### config.mk
export PLATFORM = sky130hd
export DESIGN_NAME = frame_scheduler
export DESIGN_NICKNAME = d
export VERILOG_FILES = /design/src/rtl/frame_scheduler.sv
export SDC_FILE = /design/constraint.sdc
export NUM_CORES = 1
export LEC_CHECK = 0
export BUFFER_PORTS_ARGS = -buffer_cell sky130_fd_sc_hd__clkbuf_2
export CAP_MARGIN = 10
export CORE_UTILIZATION = 40
export DETAILED_ROUTE_END_ITERATION = 6
export HOLD_SLACK_MARGIN = 0.12
export SKIP_CTS_REPAIR_TIMING = 1
export SYNTH_ARGS = -nofsm -noshare
export SYNTH_HDL_FRONTEND = slang
export SYNTH_SLANG_ARGS = --single-unit
### constraint.sdc
create_clock -name clk_in -period 5.2 [get_ports clk_in]
set_input_delay 1.04 -clock clk_in [delete_from_list [all_inputs] [get_ports clk_in]]
set_output_delay 1.04 -clock clk_in [all_outputs]
set_load 0.1 [all_outputs]
### src/rtl/frame_scheduler.sv
// frame_scheduler
//   Walks an object table once per frame and issues one fetch request per
//   facet to the vertex-fetch unit, limiting the number of triangles that are
//   issued but not yet retired. The frame completes once every issued
//   triangle has retired.
//
// Ports
//   clk_in          system clock
//   rst_in          synchronous active-high reset
//   frame_start_in  one-cycle pulse that starts a frame
//   obj_idx_out     object-table index being looked up
//   obj_base_in     first facet address of object obj_idx_out (same cycle)
//   obj_count_in    facet count of object obj_idx_out (same cycle)
//   tri_valid_out   facet fetch request valid
//   tri_ready_in    fetch unit accepts the request
//   facet_addr_out  facet address of the request
//   obj_id_out      object index of the request
//   tri_retire_in   one-cycle pulse: one triangle finished downstream
//   busy_out        frame in progress (accept through the done cycle)
//   frame_done_out  one-cycle pulse when the frame has fully retired
//   overrun_out     sticky: frame_start_in seen while not idle
module frame_scheduler #(
  parameter int NUM_OBJECTS  = 4,
  parameter int MAX_INFLIGHT = 4
) (
  input  logic        clk_in,
  input  logic        rst_in,
  input  logic        frame_start_in,
  output logic [3:0]  obj_idx_out,
  input  logic [11:0] obj_base_in,
  input  logic [11:0] obj_count_in,
  output logic        tri_valid_out,
  input  logic        tri_ready_in,
  output logic [11:0] facet_addr_out,
  output logic [3:0]  obj_id_out,
  input  logic        tri_retire_in,
  output logic        busy_out,
  output logic        frame_done_out,
  output logic        overrun_out
);

  typedef enum logic [2:0] {
    S_IDLE, S_LOAD, S_ISSUE, S_DRAIN, S_DONE
  } state_t;

  localparam logic [3:0] LAST_OBJ = 4'(NUM_OBJECTS - 1);
  localparam logic [3:0] MAX_IF   = 4'(MAX_INFLIGHT);

  state_t      r_state, w_state_nxt;
  logic [3:0]  r_obj_idx;
  logic [11:0] r_ptr;
  logic [11:0] r_rem;
  logic [3:0]  r_inflight;
  logic        r_valid;
  logic        r_busy;
  logic        r_overrun;

  logic        w_xfer;
  logic        w_ret;
  logic [3:0]  w_inflight_nxt;
  logic        w_can_issue;
  logic        w_last_obj;
  logic        w_last_facet;
  logic        w_cnt_zero;
  logic        w_frame_done;

  assign w_xfer         = r_valid & tri_ready_in;
  // A retire with nothing in flight is dropped so the counter never wraps.
  assign w_ret          = tri_retire_in & (r_inflight != 4'd0);
  assign w_inflight_nxt = r_inflight + {3'd0, w_xfer} - {3'd0, w_ret};
  // Decide the next request against the post-edge inflight count so the
  // registered valid never exceeds the limit.
  assign w_can_issue    = (w_inflight_nxt < MAX_IF);
  assign w_last_obj     = (r_obj_idx == LAST_OBJ);
  assign w_last_facet   = (r_rem == 12'd1);
  assign w_cnt_zero     = (obj_count_in == 12'd0);

  always_comb begin
    w_state_nxt  = r_state;
    w_frame_done = 1'b0;
    case (r_state)
      S_IDLE:  if (frame_start_in) w_state_nxt = S_LOAD;
      S_LOAD: begin
        if (!w_cnt_zero)     w_state_nxt = S_ISSUE;
        else if (w_last_obj) w_state_nxt = S_DRAIN;
      end
      S_ISSUE: if (w_xfer && w_last_facet) w_state_nxt = w_last_obj ? S_DRAIN : S_LOAD;
      S_DRAIN: if (r_inflight == 4'd0) w_state_nxt = S_DONE;
      S_DONE: begin
        w_frame_done = 1'b1;
        w_state_nxt  = S_IDLE;
      end
      default: w_state_nxt = S_IDLE;
    endcase
  end

  always_ff @(posedge clk_in) begin
    if (rst_in) begin
      r_state    <= S_IDLE;
      r_obj_idx  <= 4'd0;
      r_ptr      <= 12'd0;
      r_rem      <= 12'd0;
      r_inflight <= 4'd0;
      r_valid    <= 1'b0;
      r_busy     <= 1'b0;
      r_overrun  <= 1'b0;
    end else begin
      r_state    <= w_state_nxt;
      r_inflight <= w_inflight_nxt;
      if (frame_start_in && (r_state != S_IDLE)) r_overrun <= 1'b1;
      case (r_state)
        S_IDLE: begin
          if (frame_start_in) begin
            r_obj_idx <= 4'd0;
            r_busy    <= 1'b1;
          end
        end
        S_LOAD: begin
          if (w_cnt_zero) begin
            if (!w_last_obj) r_obj_idx <= r_obj_idx + 4'd1;
          end else begin
            // First request is presented in the ISSUE entry cycle.
            r_ptr   <= obj_base_in;
            r_rem   <= obj_count_in;
            r_valid <= w_can_issue;
          end
        end
        S_ISSUE: begin
          if (w_xfer) begin
            r_ptr <= r_ptr + 12'd1;  // wraps modulo 4096
            r_rem <= r_rem - 12'd1;
            if (w_last_facet) begin
              r_valid <= 1'b0;
              if (!w_last_obj) r_obj_idx <= r_obj_idx + 4'd1;
            end else begin
              r_valid <= w_can_issue;
            end
          end else if (!r_valid) begin
            // Held-off request resumes as soon as a retire frees a slot;
            // a presented request is held until it transfers.
            r_valid <= w_can_issue;
          end
        end
        S_DONE:  r_busy <= 1'b0;
        default: ;
      endcase
    end
  end

  assign obj_idx_out    = r_obj_idx;
  assign tri_valid_out  = r_valid;
  assign facet_addr_out = r_ptr;
  assign obj_id_out     = r_obj_idx;
  assign busy_out       = r_busy;
  assign frame_done_out = w_frame_done;
  assign overrun_out    = r_overrun;

endmodule
==> results.sh <==
export IMPL_status="complete, no violations"
export IMPL_powerDensity_mw_per_mm2=408.9
export IMPL_synth_top_family_by_area="simple AND/OR/NAND/NOR gates"
export IMPL_root_buffer="clkbuf_8"
export IMPL_hold_path_class="flop to flop"
export IMPL_finalCriticalPeriod_ns=2.549
export IMPL_routed_wl_mm=5.808
export IMPL_yosys_area_top_type="dfxtp_1"
export IMPL_diodes=0
export IMPL_regArea_sq_um=760.7
export IMPL_endpoint_kind="primary output"
export IMPL_insertion_delay_ns=0.28
export IMPL_fill_cells=579
export IMPL_gp_congestion=0.7887
export IMPL_synthCells=310
export IMPL_via_per_inst=5.605
export IMPL_coreArea_sq_mm=0.005642
export IMPL_yosysSeqAreaShare_pct=31.62
export IMPL_die_h_um=79.56
export IMPL_vias=2354
export IMPL_start_util_pct=42.65
export IMPL_clk_pin_slew_ns=0.07
export IMPL_cts_tree="done"
export IMPL_antenna_found_initial=0
export IMPL_slew_headroom_pct=44.04
export IMPL_reg2reg_slack_ns=2.79
export IMPL_rows=27
export IMPL_routedWlPerCell_um=13.83
export IMPL_top_layer_used="met4"
export IMPL_drive_gt1_share_pct=20.11
export IMPL_htree_levels=2
export IMPL_numCtsBuffers=5
export IMPL_synth_cell_type_count=55
export IMPL_synth_area_leaders="dfxtp_1, a21oi_1, nand2_1"
export IMPL_worstSetupPathType="flop to primary output"
export IMPL_grt_first_pass_wirelength_mm=9.853
export IMPL_synth_adder_area_share_pct=5.928
export IMPL_ys_warn_count=0
export IMPL_met1_length_mm=2.912
export IMPL_rsz0062_at_grt="no"
export IMPL_chipWidth_um=79.56
export IMPL_synth_compound_area_share_pct=24.08
export IMPL_layout_nets=387
export IMPL_crit_arrival_ns=1.51
export IMPL_multiInputGateArea_sq_mm=0.001476
export IMPL_final_common_cell="clkbuf_2"
export IMPL_synth_area_mux_share_pct=0.4160
export IMPL_dp_hpwl_mm=4.032
export IMPL_max_freq_ghz=0.3924
export IMPL_worst_slew_pin_transition_ns=0.8394
export IMPL_report_final_slew_viol_count=0
export IMPL_io_pins=53
export IMPL_syn_to_final_growth_pct=12.90
export IMPL_synth_xor_area_share_pct=1.092
export IMPL_leakagePower_nw=1.080
export IMPL_grt_pass1_vias=2102
export IMPL_crit_fanout=11
export IMPL_ant_nets=0
export IMPL_synth_nets=349
export IMPL_routed_wl_met3_um=280
export IMPL_final_cell_mix="clkbuf_2, dfxtp_1, a21oi_1"
export IMPL_ys_seq_elements=38
export IMPL_io_buffers=52
export IMPL_synth_async_sr_flop_share_pct=0
export IMPL_skew_ns=0.006335
export IMPL_synth_top_cell_area_share_pct=31.62
export IMPL_startpoint_type="flop"
export IMPL_whs_ns=0.4744
export IMPL_required_ns=4.16
export IMPL_dr_wl_met2_mm=2.569
export IMPL_initialDrtViolationCount=134
export IMPL_finalCritPeriodShare_pct=49.01
export IMPL_clk_path_buf_depth=2
export IMPL_tns_ns=0
export IMPL_grt_total_usage_pct=19.70
export IMPL_vdd_ir_drop_max_mv=0.1872
export IMPL_syn_avg_cell_area_sq_um=7.761
export IMPL_synth_simple_area_share_pct=29.85
export IMPL_syn_cell_area_sq_mm=0.002406
export IMPL_drv_cap=0
export IMPL_setup_violations=0
export IMPL_grt_overflow=0
export IMPL_die_area_sq_mm=0.006329
export IMPL_hold_viol=0
export IMPL_ys_flop_type="dfxtp_1"
export IMPL_cts_sinks=38
export IMPL_grt_max_degree=49
export IMPL_drcViolationCount=0
export IMPL_synth_edf_count=0
export IMPL_drt_first_pass_iters=4
routing by layer:
| metal | vias up | global-route usage [%] |
|---|---|---|
| li1 | 1203 | - |
| met3 | 5 | 3.657 |
| met1 | 1084 | 27.44 |
| met5 | - | 0 |
| met2 | 62 | 30.51 |
| met4 | 0 | 5.818 |
logic make-up (layout without fill, tap and decap cells):
group           count (synthesis)  count (layout)
fa+ha+maj                      11              11
mux                             1               1
flops                          38              38
compound gates                 92              92
xor+xnor                        3               3
simple gates                  132             132
buf+inv                        33              71
power by group:
part / switching (mW) / internal (mW)
logic: 0.362 / 0.169
clock network: 0.0995 / 0.0924
registers: 0.0496 / 0.338
cells in the mapped netlist, drive strengths merged, types with 3 or more instances:
cell     n
dfxtp   38
a21oi   35
nand2   32
o21ai   26
nor2    23
buf     14
nor3    13
nand3   11
inv     10
clkbuf   9
ha       9
nor4     7
or3      7
nor3b    6
or2      6
nand2b   5
nand4    5
a211oi   4
a31oi    4
nor2b    4
and2     3
o32ai    3
xnor2    3
critical path, cell delays in order, from the launching register on:
cell and delay [ns]:
dfxtp_1 0.56, and2_1 0.21, clkbuf_2 0.46
worst paths after layout:
path              depth (start not counted)                  to   startpoint
setup / recovery                          2      frame_done_out   r_state[2]
hold / removal                            2         overrun_out  overrun_out
setup reg to reg                          5  facet_addr_out[10]   r_state[1]
hold reg to reg                           2         overrun_out  overrun_out
per-stage QoR:
step	total power [mW]	std cells	cell area (sq um)	setup slack [ns]	util (%)
final	1.111	420	2716	2.651	48.15
after global routing	1.196	420	2716	2.506	48.15
after CTS	1.122	420	2716	2.646	48.15
after detailed placement	0.9246	413	2640	2.350	46.80
after global placement	0.9193	413	2640	2.409	46.80
after floorplan	0.8304	310	2406	2.582	-
registers in the layout, summed over array words and instances, names as in the netlist:
register	flops
r_rem	12
obj_id_out	4
facet_addr_out	12
r_state	3
overrun_out	1
r_inflight	4
busy_out	1
tri_valid_out	1
area by class of cell:
class | instances | area share, %
sequential | 38 | 28.01
tap | 72 | 3.316
multi-input combinational | 239 | 54.35
clock buffer | 7 | 2.810
inverter | 10 | 1.382
timing repair buffer | 54 | 10.13
Note: power is estimated with default switching activity, not from simulation.
